--- config.mk ---
export PLATFORM = sky130hd
export DESIGN_NAME = modulation_matrix_pipe
export DESIGN_NICKNAME = d
export VERILOG_FILES = /design/src/rtl/modulation_matrix_pipe.sv
export SDC_FILE = /design/constraint.sdc
export NUM_CORES = 2
export LEC_CHECK = 0
export CORE_ASPECT_RATIO = 0.7
export CORE_MARGIN = 2
export CORE_UTILIZATION = 60
export CTS_BUF_LIST = sky130_fd_sc_hd__clkbuf_4 sky130_fd_sc_hd__clkbuf_8
export CTS_CLUSTER_SIZE = 20
export DETAILED_ROUTE_END_ITERATION = 6
export PLACE_DENSITY = 0.76
export REMOVE_ABC_BUFFERS = 1
export SLEW_MARGIN = 40
export SYNTH_ARGS = -nofsm -noshare
export SYNTH_HDL_FRONTEND = slang
export SYNTH_SLANG_ARGS = --single-unit
--- constraint.sdc ---
create_clock -name sCLK_XVXENVS -period 52.2 [get_ports sCLK_XVXENVS]
set_input_delay 15.66 -clock sCLK_XVXENVS [delete_from_list [all_inputs] [get_ports sCLK_XVXENVS]]
set_output_delay 15.66 -clock sCLK_XVXENVS [all_outputs]
set_load 0.05 [all_outputs]
--- src/rtl/modulation_matrix_pipe.sv ---
// modulation_matrix_pipe: pipelined FM src->dst modulation matrix.
// Build option MODMAT_SAT_EN: saturating limiter plus sticky sat_flag.
module modulation_matrix_pipe #(
    parameter int VOICES  = 8,
    parameter int V_OSC   = 4,
    parameter int V_WIDTH = 3,
    parameter int O_WIDTH = 2,
    parameter int SW      = 17,
    parameter int CW      = 8,
    parameter int OW      = 11,
    parameter int SHIFT   = 24,
    parameter int CA_W    = 5
) (
    input  logic                      sCLK_XVXENVS,
    input  logic                      reset,
    input  logic                      in_valid,
    input  logic [V_WIDTH-1:0]        in_voice,
    input  logic [O_WIDTH-1:0]        in_osc,
    input  logic signed [SW-1:0]      in_sample,
    input  logic                      cfg_we,
    input  logic [CA_W-1:0]           cfg_addr,
    input  logic signed [CW-1:0]      cfg_data,
    input  logic                      rd_en,
    input  logic [V_WIDTH-1:0]        rd_voice,
    input  logic [O_WIDTH-1:0]        rd_osc,
    output logic signed [OW-1:0]      mod_out,
    output logic                      mod_valid,
    output logic                      frame_done,
    output logic                      sat_flag,
    input  logic                      sat_clr
);

    localparam int PW = SW + CW;
    localparam int AW = SW + CW + $clog2(V_OSC);
    localparam int MW = AW + CW;
    localparam int NCOEF = V_OSC * V_OSC;

`ifdef MODMAT_SAT_EN
    localparam logic signed [MW-1:0] LIM_HI = MW'(2 ** (OW - 1) - 1);
    localparam logic signed [MW-1:0] LIM_LO = ~LIM_HI;
`endif

    // Configuration: coef is [dst][src], depth is per destination
    logic signed [CW-1:0] coef_q  [V_OSC][V_OSC];
    logic signed [CW-1:0] coef_d  [V_OSC][V_OSC];
    logic signed [CW-1:0] depth_q [V_OSC];
    logic signed [CW-1:0] depth_d [V_OSC];

    // Stage A
    logic                 a_valid_q, a_valid_d;
    logic [V_WIDTH-1:0]   a_voice_q, a_voice_d;
    logic [O_WIDTH-1:0]   a_osc_q, a_osc_d;
    logic signed [SW-1:0] a_sample_q, a_sample_d;
    logic                 a_first_q, a_first_d;
    logic                 a_last_q, a_last_d;
    logic                 a_osc_ok;

    // Stage B
    logic                 b_valid_q, b_valid_d;
    logic [V_WIDTH-1:0]   b_voice_q, b_voice_d;
    logic                 b_first_q, b_first_d;
    logic                 b_last_q, b_last_d;
    logic signed [CW-1:0] b_sel    [V_OSC];
    logic signed [PW-1:0] b_prod_q [V_OSC];
    logic signed [PW-1:0] b_prod_d [V_OSC];

    // Stage C
    logic                 c_valid_q, c_valid_d;
    logic [V_WIDTH-1:0]   c_voice_q, c_voice_d;
    logic                 c_last_q, c_last_d;
    logic signed [AW-1:0] acc_q [V_OSC];
    logic signed [AW-1:0] acc_d [V_OSC];

    // Stage D
    logic                 d_voice_ok;
    logic                 d_commit;
    logic signed [MW-1:0] d_mul   [V_OSC];
`ifdef MODMAT_SAT_EN
    logic signed [MW-1:0] d_sh    [V_OSC];
`endif
    logic signed [OW-1:0] d_lim   [V_OSC];
    logic [V_OSC-1:0]     d_clamp;

    // Result store and outputs
    logic signed [OW-1:0] res_q [VOICES][V_OSC];
    logic signed [OW-1:0] res_d [VOICES][V_OSC];
    logic                 frame_done_q, frame_done_d;
    logic                 sat_q, sat_d;
    logic signed [OW-1:0] mod_out_q, mod_out_d;
    logic                 mod_valid_q, mod_valid_d;

    // Decode config writes; out-of-map addresses fall through untouched
    always_comb begin
        coef_d  = coef_q;
        depth_d = depth_q;
        if (cfg_we) begin
            for (int d = 0; d < V_OSC; d++) begin
                for (int s = 0; s < V_OSC; s++) begin
                    if (int'(cfg_addr) == d * V_OSC + s) begin
                        coef_d[d][s] = cfg_data;
                    end
                end
                if (int'(cfg_addr) == NCOEF + d) begin
                    depth_d[d] = cfg_data;
                end
            end
        end
    end

    // Stage A: capture the slot, flag frame start/end, drop bad osc
    always_comb begin
        a_osc_ok = 1'b0;
        for (int o = 0; o < V_OSC; o++) begin
            if (in_osc == O_WIDTH'(o)) begin
                a_osc_ok = 1'b1;
            end
        end
        a_valid_d  = in_valid && a_osc_ok;
        a_voice_d  = in_voice;
        a_osc_d    = in_osc;
        a_sample_d = in_sample;
        a_first_d  = (in_osc == '0);
        a_last_d   = (in_osc == O_WIDTH'(V_OSC - 1));
    end

    // Stage B: one product per destination using the source's column
    always_comb begin
        b_valid_d = a_valid_q;
        b_voice_d = a_voice_q;
        b_first_d = a_first_q;
        b_last_d  = a_last_q;
        for (int d = 0; d < V_OSC; d++) begin
            b_sel[d] = '0;
            for (int s = 0; s < V_OSC; s++) begin
                if (a_osc_q == O_WIDTH'(s)) begin
                    b_sel[d] = coef_q[d][s];
                end
            end
            b_prod_d[d] =
                {{CW{a_sample_q[SW-1]}}, a_sample_q} *
                {{SW{b_sel[d][CW-1]}}, b_sel[d]};
        end
    end

    // Stage C: accumulate, restarting from zero on the frame's first osc
    always_comb begin
        c_valid_d = b_valid_q;
        c_voice_d = b_voice_q;
        c_last_d  = b_last_q;
        acc_d     = acc_q;
        if (b_valid_q) begin
            for (int d = 0; d < V_OSC; d++) begin
                acc_d[d] = (b_first_q ? '0 : acc_q[d]) +
                    {{(AW - PW){b_prod_q[d][PW-1]}}, b_prod_q[d]};
            end
        end
    end

    // Stage D: depth multiply, scale and limit the finished sums
    always_comb begin
        d_voice_ok = 1'b0;
        for (int v = 0; v < VOICES; v++) begin
            if (c_voice_q == V_WIDTH'(v)) begin
                d_voice_ok = 1'b1;
            end
        end
        d_commit = c_valid_q && c_last_q && d_voice_ok;
        for (int d = 0; d < V_OSC; d++) begin
            d_mul[d] =
                {{CW{acc_q[d][AW-1]}}, acc_q[d]} *
                {{AW{depth_q[d][CW-1]}}, depth_q[d]};
            d_clamp[d] = 1'b0;
`ifdef MODMAT_SAT_EN
            d_sh[d] = d_mul[d] >>> SHIFT;
            if (d_sh[d] > LIM_HI) begin
                d_lim[d]   = OW'(LIM_HI);
                d_clamp[d] = 1'b1;
            end else if (d_sh[d] < LIM_LO) begin
                d_lim[d]   = OW'(LIM_LO);
                d_clamp[d] = 1'b1;
            end else begin
                d_lim[d] = d_sh[d][OW-1:0];
            end
`else
            d_lim[d] = OW'(d_mul[d] >>> SHIFT);
`endif
        end
    end

    // Commit a finished frame into the result store
    always_comb begin
        res_d = res_q;
        for (int v = 0; v < VOICES; v++) begin
            if (d_commit && c_voice_q == V_WIDTH'(v)) begin
                for (int d = 0; d < V_OSC; d++) begin
                    res_d[v][d] = d_lim[d];
                end
            end
        end
        frame_done_d = d_commit;
        sat_d = (sat_q && !sat_clr) || (d_commit && |d_clamp);
    end

    // Read port: registered, returns pre-commit value on a same-cycle hit
    always_comb begin
        mod_valid_d = rd_en;
        mod_out_d   = mod_out_q;
        if (rd_en) begin
            mod_out_d = '0;
            for (int v = 0; v < VOICES; v++) begin
                for (int d = 0; d < V_OSC; d++) begin
                    if (rd_voice == V_WIDTH'(v) &&
                        rd_osc == O_WIDTH'(d)) begin
                        mod_out_d = res_q[v][d];
                    end
                end
            end
        end
    end

    // All state, cleared by the asynchronous reset
    always_ff @(posedge sCLK_XVXENVS or posedge reset) begin
        if (reset) begin
            for (int d = 0; d < V_OSC; d++) begin
                for (int s = 0; s < V_OSC; s++) begin
                    coef_q[d][s] <= '0;
                end
                depth_q[d]  <= '0;
                b_prod_q[d] <= '0;
                acc_q[d]    <= '0;
            end
            for (int v = 0; v < VOICES; v++) begin
                for (int d = 0; d < V_OSC; d++) begin
                    res_q[v][d] <= '0;
                end
            end
            a_valid_q    <= 1'b0;
            a_voice_q    <= '0;
            a_osc_q      <= '0;
            a_sample_q   <= '0;
            a_first_q    <= 1'b0;
            a_last_q     <= 1'b0;
            b_valid_q    <= 1'b0;
            b_voice_q    <= '0;
            b_first_q    <= 1'b0;
            b_last_q     <= 1'b0;
            c_valid_q    <= 1'b0;
            c_voice_q    <= '0;
            c_last_q     <= 1'b0;
            frame_done_q <= 1'b0;
            sat_q        <= 1'b0;
            mod_out_q    <= '0;
            mod_valid_q  <= 1'b0;
        end else begin
            coef_q       <= coef_d;
            depth_q      <= depth_d;
            b_prod_q     <= b_prod_d;
            acc_q        <= acc_d;
            res_q        <= res_d;
            a_valid_q    <= a_valid_d;
            a_voice_q    <= a_voice_d;
            a_osc_q      <= a_osc_d;
            a_sample_q   <= a_sample_d;
            a_first_q    <= a_first_d;
            a_last_q     <= a_last_d;
            b_valid_q    <= b_valid_d;
            b_voice_q    <= b_voice_d;
            b_first_q    <= b_first_d;
            b_last_q     <= b_last_d;
            c_valid_q    <= c_valid_d;
            c_voice_q    <= c_voice_d;
            c_last_q     <= c_last_d;
            frame_done_q <= frame_done_d;
            sat_q        <= sat_d;
            mod_out_q    <= mod_out_d;
            mod_valid_q  <= mod_valid_d;
        end
    end

    assign mod_out    = mod_out_q;
    assign mod_valid  = mod_valid_q;
    assign frame_done = frame_done_q;
    assign sat_flag   = sat_q;

endmodule

==> flow_metrics.env <==
export IMPL_status="finished, final reports clean"
export IMPL_finalSetupViolations=0
export IMPL_start_kind="input pin"
export IMPL_cp_data_arrival_time_ns=19.28
export IMPL_worstPathRequired_ns=52.99
export IMPL_placed_cell_area_um2=84600
export IMPL_synthCells=8476
export IMPL_htreeDepth=3
export IMPL_synthDistinctLibCells=85
export IMPL_synth_warnings=0
export IMPL_core_area_um2=136000
export IMPL_die_h_um=314
export IMPL_globalRoute_totalOverflow=0
export IMPL_period_share=0.354
export IMPL_postCtsHoldBufs=0
export IMPL_cts_clk_slew_worst_paths_ns=0.07
export IMPL_path_cells="buf_6 > buf_6 > nand2b_1 > nor2_1 > a32oi_1 > nor2_1 > a2111oi_0 > o21ai_0 > o31ai_1 > a21oi_1 > a21oi_1 > a21oi_1"
export IMPL_insertion_delay_ns=0.93
export IMPL_ys_ff_latch=770
export IMPL_gp_congestion=0.969
export IMPL_start_util=0.606
export IMPL_setup_tns_final_ns=0
export IMPL_clockBufferDepth=3
export IMPL_final_common_cell="inv_1"
export IMPL_final_cell_area_um2=87400
export IMPL_cpMostUsedCell="a21oi_1"
export IMPL_cts_resized=0
export IMPL_worst_pin_slew_ns=0.904
export IMPL_drive_above_1_share=0.0966
export IMPL_rows=113
export IMPL_synth_avg_cell_area_um2=9.71
export IMPL_critPathCaptureType="register"
export IMPL_cp_slowest_stage_delay_ns=0.79
export IMPL_drtPass1Iterations=7
export IMPL_cts_setup_buffers=0
export IMPL_area_growth_synth_to_final_pct=6.24
export IMPL_max_freq_mhz=54.1
export IMPL_relSlewSlack=0.397
export IMPL_post_dp_hpwl_um=161000
export IMPL_cpMaxStageDelayCell="nand2b_1"
export IMPL_period_needed_ns=18.49
export IMPL_vias_per_cell=5.80
export IMPL_cap_violations=0
export IMPL_seq_area_frac_synth=0.234
export IMPL_path_max_fanout=77
export IMPL_grt_pass1_wl_um=354000
export IMPL_antenna_found_initial=6
export IMPL_die_area_um2=140000
export IMPL_grtUsageTotal=0.323
export IMPL_mostFrequentLayoutCells="inv_1 (1353), fa_1 (1112), nand2_1 (928)"
export IMPL_path_class="in -> reg"
export IMPL_cts_sinks=770
export IMPL_holdWs_ns=0.346
export IMPL_syn_area_um2=82300
export IMPL_routed_wl_um=217000
export IMPL_root_buffer="clkbuf_8"
export IMPL_drt_iter0_markers=5329
export IMPL_cts_buffers=120
export IMPL_synth_edff_count=0
export IMPL_ys_flop_type="dfrtp_1"
export IMPL_grt_max_degree=111
export IMPL_async_flop_share=1.00
export IMPL_layout_nets=10073
export IMPL_grt_pass1_vias=63434
export IMPL_clock_skew_ns=0.0816
export IMPL_hold_viol_final=0
export IMPL_via_count=59793
export IMPL_grt_setup_unrepaired="no"
export IMPL_top_level_ports=60
export IMPL_ant_nets=0
export IMPL_finalMaxSlewViolations=0
export IMPL_tritoncts="done"
export IMPL_hp_class="reg -> reg"
export IMPL_port_buffers=59
export IMPL_die_x_um=447
export IMPL_wire_per_inst_um=21.0
export IMPL_drc=0
cell type report:
type,count,area (um2)
diodes,6,15.0
repair buffers,158,1340
multi-input cells,5962,56700
clock buffers,184,2320
clock inverters,32,377
well taps,1840,2300
inverters,1355,5100
flip-flops and latches,770,19300
fillers,10762,48500
cells by family after synthesis:
kind of cell               after synthesis  share of synthesized area
and+or+nand+nor                       2624                      0.163
buffers and inverters                 1744                     0.0798
adders and majority gates             1660                      0.354
AOI/OAI and AO/OA                     1000                     0.0779
DFF                                    770                      0.234
muxes                                  446                     0.0665
xor gates and xnor gates               232                     0.0247
registers in the layout (all words and copies together) (netlist names), 2 cells and up:
register and flops:
a_osc_q 2, acc_q 108, b_prod_q 100, res_q 352, a_voice_q 3, c_voice_q 3
b_voice_q 3, mod_out 11, depth_q 32, coef_q 128, a_sample_q 17
routing by layer:
layer  track usage  wire length [um]  up-vias
met3        0.0959             23700      356
met2         0.481             94100     2485
met4        0.0808              5270        0
met1         0.464             93500    30368
met5             0                 0        -
li1              -                 -    26584
per-stage QoR:
step	worst slack [ns]	cells	utilization
after floorplan	14.93	8087	-
final	33.71	10307	0.643
after detailed placement	32.72	10084	0.623
after global routing	33.62	10304	0.643
after global placement	32.72	10083	0.622
after CTS	33.67	10300	0.643
final timing paths:
path	slack, ns	depth (start not counted)	from	endpoint
setup / recovery	33.71	12	rd_osc[0]	mod_out[1]
hold / removal	0.35	0	a_first_q	b_first_q
setup reg to reg	45.09	19	a_osc_q[0]	b_prod_q[99]
hold reg to reg	0.35	0	a_first_q	b_first_q
max in group asynchronous	34.50	5	reset	res_q[22]
min in group asynchronous	15.28	2	reset	acc_q[21]
synthesized netlist by cell type, drive strengths merged (10+ instances only):
cell     number  area (um2)
a2111oi      14         149
a211oi       38         295
a21o         67         503
a21oi       221        1110
a22oi        10        75.1
a31oi        36         240
and2        860        5380
and3         38         238
buf          63         257
clkbuf      326        1220
dfrtp       770       19300
fa         1112       22300
ha          548        6860
inv        1355        5090
mux2        353        3980
mux2i        48         480
mux4         45        1010
nand2       934        3510
nand2b      197        1230
nand3        57         285
nor2        222         833
nor2b       150         938
nor3         78         395
nor3b        10        75.1
o2111ai      12         118
o211ai       28         225
o21a         47         353
o21ai       315        1580
o21bai       17         128
o221ai       19         166
o22ai        36         225
o31a         10        87.6
o31ai        43         342
or2          16         100
or3          26         163
xnor2       187        1640
xor2         45         394
critical path: cells and delay by family:
family	cells	cell delay [ns]
buf+inv	2	1.09
simple gates	3	1.04
compound gates	7	1.34
Power is left out: the tool's default activity adds up to more than one toggle a clock period on the data nets, which glitch-free logic cannot reach.
